**config.mk**
```make
export PLATFORM = sky130hd
export DESIGN_NAME = enable_tick_gen
export DESIGN_NICKNAME = d
export VERILOG_FILES = /design/src/rtl/enable_tick_gen.sv
export SDC_FILE = /design/constraint.sdc
export NUM_CORES = 1
export LEC_CHECK = 0
export CAP_MARGIN = 20
export CORE_MARGIN = 5
export CORE_UTILIZATION = 60
export DETAILED_ROUTE_END_ITERATION = 10
export PLACE_DENSITY = 0.79
export SLEW_MARGIN = 20
export SYNTH_ARGS = -nofsm -noshare
export SYNTH_HDL_FRONTEND = slang
export SYNTH_SLANG_ARGS = --single-unit
export TNS_END_PERCENT = 20
```
**constraint.sdc**
```tcl
create_clock -name enable_clock -period 4.43 [get_ports enable_clock]
set_clock_uncertainty 0.1 [all_clocks]
set_input_delay 0.886 -clock enable_clock [delete_from_list [all_inputs] [get_ports enable_clock]]
set_output_delay 0.886 -clock enable_clock [all_outputs]
set_load 0.05 [all_outputs]
```
**src/rtl/enable_tick_gen.sv**
```systemverilog
// enable_tick_gen: NUM_CH independent programmable periodic/one-shot one-cycle enable pulses
module enable_tick_gen #(
  parameter int CLK_FREQ = 50_000_000,
  parameter int NUM_CH = 4,
  parameter int CNT_W = 26,
  parameter int CH_W = (NUM_CH > 1) ? $clog2(NUM_CH) : 1
) (
  input  logic              enable_clock,
  input  logic              enable_reset,
  input  logic              cfg_wr,
  input  logic [CH_W-1:0]   cfg_ch,
  input  logic [CNT_W-1:0]  cfg_period,
  input  logic              cfg_oneshot,
  input  logic [NUM_CH-1:0] ch_run,
  input  logic [NUM_CH-1:0] ch_clear,
  output logic [NUM_CH-1:0] pulse_out,
  output logic [NUM_CH-1:0] ch_busy,
  output logic              cfg_err
);
  logic cfg_ok;
  logic [NUM_CH-1:0] done;
  assign cfg_ok = (cfg_period != '0) && (int'(cfg_ch) < NUM_CH);
  assign ch_busy = ch_run & ~done;
  always_ff @(posedge enable_clock) cfg_err <= enable_reset ? 1'b0 : cfg_wr & ~cfg_ok;
  for (genvar g = 0; g < NUM_CH; g++) begin : g_ch
    logic [CNT_W-1:0] cnt, period;
    logic oneshot, d, p, rq, wrap, active;
    assign wrap = cnt == period - 1'b1;
    assign active = ch_run[g] & (~d | ~rq);
    assign done[g] = d;
    assign pulse_out[g] = p;
    always_ff @(posedge enable_clock) begin
      rq <= enable_reset ? 1'b0 : ch_run[g];
      if (enable_reset) begin
        cnt <= '0;
        period <= CNT_W'(CLK_FREQ);
        oneshot <= 1'b0;
        d <= 1'b0;
        p <= 1'b0;
      end else if (ch_clear[g]) begin
        cnt <= '0;
        d <= 1'b0;
        p <= 1'b0;
      end else if (cfg_wr && cfg_ok && cfg_ch == CH_W'(g)) begin
        period <= cfg_period;
        oneshot <= cfg_oneshot;
        cnt <= '0;
        d <= 1'b0;
        p <= 1'b0;
      end else if (active) begin
        cnt <= wrap ? '0 : cnt + 1'b1;
        p <= wrap;
        d <= wrap & oneshot;
      end else begin
        p <= 1'b0;
      end
    end
  end
endmodule

```
==> flow_metrics.tcl, run 1 <==
set metrics [dict create \
    synth_seq_cells 225 \
    vias_per_cell 6.25 \
    clk-insertion-delay-late_ns 0.52 \
    maxSlewHeadroom_pct 31.0 \
    detailed_place_hpwl_mm 26.4 \
    dp_cells 1970 \
    syn_nets 1763 \
    cp.required_ns 4.72 \
    worstHoldStart "g_ch[0].oneshot$_SDFFE_PP0P_" \
    drive_gt1_share_pct 6.23 \
    core-area_um2 21800 \
    drt-wirelength-per-cell_um 17.9 \
    post_cts_buffers 0 \
    grt_max_degree 38 \
    final_cell_mix "nand2_1 (284), dfxtp_1 (225), xnor2_1 (126)" \
    post_cts_resized 0 \
    setup_viol 0 \
    grt_usage_pct 28.1 \
    hold_buffers 0 \
    drt_first_pass_iters 5 \
    cts_buffers 24 \
    p_leak_uw 0.00506 \
    fin_crit_sh_pct 85.3 \
    status "complete, no violations" \
    cts_tree "built" \
    final_util_pct 68.1 \
    ys_warn_count 0 \
    cts_max_level 1 \
    top_level_ports 49 \
    dieArea_um2 25100 \
    diodes 0 \
    synth_edf_count 0 \
    cap_violations 0 \
    row_count 54 \
    area_growth_pct 11.8 \
    cp-start-kind "register" \
    die_h_um 159 \
    hold_viol 0 \
    fmax_mhz 264 \
    gr-total-overflow 0 \
    switching_share_pct 23.9 \
    grt_antenna_before_repair 0 \
    routabilityCongestion 0.940 \
    grt_pass1_vias 11600 \
    cp_data_arrival_time_ns 4.07 \
    clockBufferDepth 3 \
    critPathCaptureType "register" \
    clock_sinks 225 \
    startpoint "g_ch[2].period[2]$_SDFFE_PP0P_" \
    hold_class "reg2reg" \
    syn_inst 1715 \
    netlist_area_um2 13200 \
    grt_pass1_wl_mm 58.0 \
    cp_max_fo 16 \
    pwr-share-clk_pct 47.3 \
    p_switching_uw 1130 \
    start_util_pct 60.9 \
    ant_nets 0 \
    vias 12600 \
    synth-seq-area-share_pct 34.0 \
    finalMaxSlewViolations 0 \
    finalSetupTns_ns 0 \
    path_class "reg2reg" \
    synth_flop_cell "dfxtp_1" \
    vdd_drop_max_mv 0.322 \
    synth-async-reset-ratio_pct 0 \
    cts_root_buf "clkbuf_16" \
    clk_pin_slew_ns 0.06 \
    fin_nets 1764 \
    port_buffers 48 \
    rsz0062_at_grt "false" \
    drc 0 \
    drtIter0Drc 1141 \
    drt_wl_total_mm 36.1 \
    pwr-share-seq_pct 44.6 \
    cellInternalPower_uw 3590 \
    layout_commonest_cell "nand2_1" \
    fill_cells 1816 \
    die_x_um 159 \
    p_per_area_nw_per_um2 319 \
    syn_avg_cell_area_um2 7.72 \
    tightest_slew_ns 1.03 \
    stdcell_count 2014 \
    synthDistinctLibCells 76 \
    r2r_start "g_ch[2].period[2]$_SDFFE_PP0P_" \
    finalCriticalPeriod_ns 3.78 \
    p_comb_share_pct 8.1 \
]
## area by class of cell
type	instances	area [µm²]	area share [%]
timing repair buffer	80	716	4.83
clock buffer	32	692	4.67
multi-input combinational	1344	8200	55.4
sequential	225	4500	30.4
inverter	41	154	1.04
tap	280	350	2.37
clock inverter	12	193	1.30
## layer usage
metal,GRT usage [%],vias to the layer above,routed length [µm]
met5,0,-,0
met4,10.6,0,1360
met3,3.51,92,2370
met2,46.4,432,16700
met1,37.6,5946,15600
li1,-,6111,-
## Yosys cell counts (all sizes together) (6+ instances only)
library cell	n	share of area, %
nor4	51	2.8
inv	39	1.1
dfxtp	225	34
or3	24	1.1
a211oi	30	1.7
and3	24	1.1
nand4	43	2.0
buf	17	0.94
xor2	93	6.2
xnor2	126	8.3
o21ai	32	1.2
or2	9	0.43
a21boi	7	0.40
nand2	284	8.1
or4	26	1.5
nand2b	14	0.66
o31ai	14	0.79
a21oi	83	3.1
and4	12	0.79
a211o	6	0.40
and2	13	0.63
o211ai	10	0.60
a31oi	7	0.33
nor3	124	4.7
nor2b	8	0.38
nor4b	12	0.79
ha	8	0.76
clkbuf	88	2.5
nor2	88	2.5
nand3	104	3.9
nand4b	8	0.53
## registers in the layout (all words and copies together), names as in the netlist
signal,cells
cfg_err,1
g_ch.cnt,104
g_ch.d,4
g_ch.oneshot,4
g_ch.p,4
g_ch.period,104
g_ch.rq,4
## cell families (layout without fill, tap and decap cells)
family	after synthesis	count (layout)	share of synthesized area, %
and+or+nand+nor	863	863	33.2
AOI/OAI and AO/OA	250	250	12.6
DFF	225	225	34.0
xor gates and xnor gates	219	219	14.5
buffers and inverters	146	165	4.59
adders and majority gates	8	8	0.756
muxes	4	4	0.312
## worst max-delay path, cell delays in order (launching register included)
cell,delay [ns]
dfxtp_1,0.37
or4_1,0.68
or4_1,0.67
or4_1,0.54
a21oi_1,0.20
o211ai_2,0.16
nor4_4,0.50
buf_4,0.31
a211oi_1,0.10
## metrics by stage
step                      hold WS, ns  setup slack (ns)  area, µm²  total power [µW]
final                           0.362             0.649      14800              4720
after floorplan                 0.332              1.07      13200              2370
after detailed placement        0.359             0.704      13900              2520
after global routing            0.378             0.429      14800              4870
after global placement          0.356             0.774      13900              2520
after CTS                       0.367             0.696      14800              4740
## worst paths after layout
kind | to | slack [ns] | depth (start not counted)
max | g_ch[2].cnt[9]$_SDFFE_PP0P_ | 0.65 | 8
min | g_ch[0].oneshot$_SDFFE_PP0P_ | 0.36 | 2
min reg2reg | g_ch[0].oneshot$_SDFFE_PP0P_ | 0.36 | 2
max reg2reg | g_ch[2].cnt[9]$_SDFFE_PP0P_ | 0.65 | 8
## power groups by stage
stage	Combinational, µW	Clock, µW	Sequential [µW]
floorplan	247	0	2130
global placement	368	0	2150
detailed placement	374	0	2150
CTS	377	2260	2100
global route	416	2350	2110
finish	383	2230	2110
(Power assumes the default switching activity.)
==> run 2: changes to the inputs <==
--- a/config.mk
+++ b/config.mk
@@ -6,7 +6,7 @@
 export NUM_CORES = 1
 export LEC_CHECK = 0
 export CAP_MARGIN = 20
-export CORE_MARGIN = 5
+export CORE_MARGIN = 2
 export CORE_UTILIZATION = 60
 export DETAILED_ROUTE_END_ITERATION = 10
 export PLACE_DENSITY = 0.79
==> flow_metrics.tcl, run 2 (same netlist as run 1, synthesis figures left out) <==
set metrics [dict create \
    drtIter0Drc 1096 \
    fin_crit_sh_pct 87.0 \
    vias 12600 \
    vias_per_cell 6.24 \
    routabilityCongestion 0.964 \
    vdd_drop_max_mv 0.378 \
    clk_pin_slew_ns 0.06 \
    cts_max_level 1 \
    p_leak_uw 0.00510 \
    start_util_pct 60.9 \
    drt-wirelength-per-cell_um 18.1 \
    dp_cells 1977 \
    fin_nets 1772 \
    grt_usage_pct 30.9 \
    pwr-share-clk_pct 47.5 \
    reg_top3 "g_ch.cnt x104, g_ch.period x104" \
    cap_violations 0 \
    cp.required_ns 4.78 \
    hold_buffers 0 \
    dieArea_um2 23300 \
    cts_root_buf "clkbuf_16" \
    finalSetupTns_ns 0 \
    die_h_um 153 \
    drc 0 \
    cellInternalPower_uw 3620 \
    post_cts_buffers 0 \
    port_buffers 48 \
    grt_max_degree 46 \
    whs_ns 0.361 \
    pwr-share-seq_pct 44.2 \
    grt_pass1_wl_mm 60.5 \
    grt_pass1_vias 11900 \
    gr-total-overflow 0 \
    top_level_ports 49 \
    post_cts_resized 0 \
    switching_share_pct 23.9 \
    setup_viol 0 \
    maxSlewHeadroom_pct 31.8 \
    layout_commonest_cell "nand2_1" \
    stdcell_count 2023 \
    cp-start-kind "register" \
    drt_wl_total_mm 36.7 \
    finalMaxSlewViolations 0 \
    diodes 0 \
    cp_data_arrival_time_ns 4.21 \
    final_cell_mix "nand2_1 (284), dfxtp_1 (225), xnor2_1 (126)" \
    fin_ws_ns 0.575 \
    rsz0062_at_grt "false" \
    core-area_um2 21800 \
    cts_buffers 25 \
    critPathCaptureType "register" \
    dp_slack_ns 0.653 \
    path_class "reg2reg" \
    p_per_area_nw_per_um2 320 \
    clockBufferDepth 3 \
    drt_first_pass_iters 5 \
    hold_viol 0 \
    die_x_um 153 \
    area_growth_pct 12.4 \
    cp_max_fo 16 \
    row_count 54 \
    cts_tree "built" \
    p_comb_share_pct 8.3 \
    p_switching_uw 1140 \
    grt_antenna_before_repair 0 \
    ant_nets 0 \
    detailed_place_hpwl_mm 26.3 \
    hold_class "reg2reg" \
    clock_sinks 225 \
    status "complete, no violations" \
    fin_total_pwr_uw 4760 \
    finalCriticalPeriod_ns 3.86 \
    clk-insertion-delay-late_ns 0.53 \
    fmax_mhz 259 \
    drive_gt1_share_pct 6.77 \
    tightest_slew_ns 1.01 \
]
run 2: cell types whose count changed in the layout (fill, tap and decap cells not counted), sizes merged:
cell / delta
clkinvlp: +1
clkinv: -3
clkbuf: +5
bufinv: -1
buf: +7
run 2: power by group through the flow:
stage | combinational [µW] | sequential [µW] | clock (µW)
after global placement | 377 | 2150 | 0
after floorplan | 247 | 2130 | 0
final | 395 | 2110 | 2260
after CTS | 386 | 2100 | 2290
after detailed placement | 384 | 2150 | 0
after global routing | 427 | 2110 | 2370
run 2: cell type report:
cell class / count / area, µm²
Fill cell: 1873 / 6870
Sequential cell: 225 / 4500
Tap cell: 280 / 350
Clock buffer: 37 / 761
Clock inverter: 9 / 151
Inverter: 41 / 154
Multi-Input combinational cell: 1344 / 8200
Timing Repair Buffer: 87 / 768
run 2: critical path: stages (launching register included):
cell	delay (ns)
dfxtp_1	0.37
or4_1	0.70
or4_1	0.67
or4_1	0.54
a21oi_1	0.18
o211ai_2	0.16
nor4_4	0.54
buf_4	0.32
nor3b_2	0.18
run 2: worst paths after layout:
path	from	to	slack [ns]	depth (start not counted)
min reg2reg	g_ch[2].oneshot$_SDFFE_PP0P_	g_ch[2].oneshot$_SDFFE_PP0P_	0.36	2
max reg2reg	g_ch[2].period[2]$_SDFFE_PP0P_	g_ch[2].p$_SDFF_PP0_	0.57	8
min	g_ch[2].oneshot$_SDFFE_PP0P_	g_ch[2].oneshot$_SDFFE_PP0P_	0.36	2
max	g_ch[2].period[2]$_SDFFE_PP0P_	g_ch[2].p$_SDFF_PP0_	0.57	8
run 2: per-layer routing:
layer | wire (µm) | GRT usage (%)
met5 | 0 | 0
met4 | 1220 | 10.8
met3 | 2300 | 3.50
met2 | 16900 | 51.0
met1 | 16200 | 42.2
run 2: through the flow:
step           utilization [%]  cell area, µm²
6_report                  68.4           14900
5_1_grt                   68.4           14900
4_1_cts                   68.4           14900
3_5_place_dp              64.2           14000
3_3_place_gp              64.2           14000
2_1_floorplan                -           13200
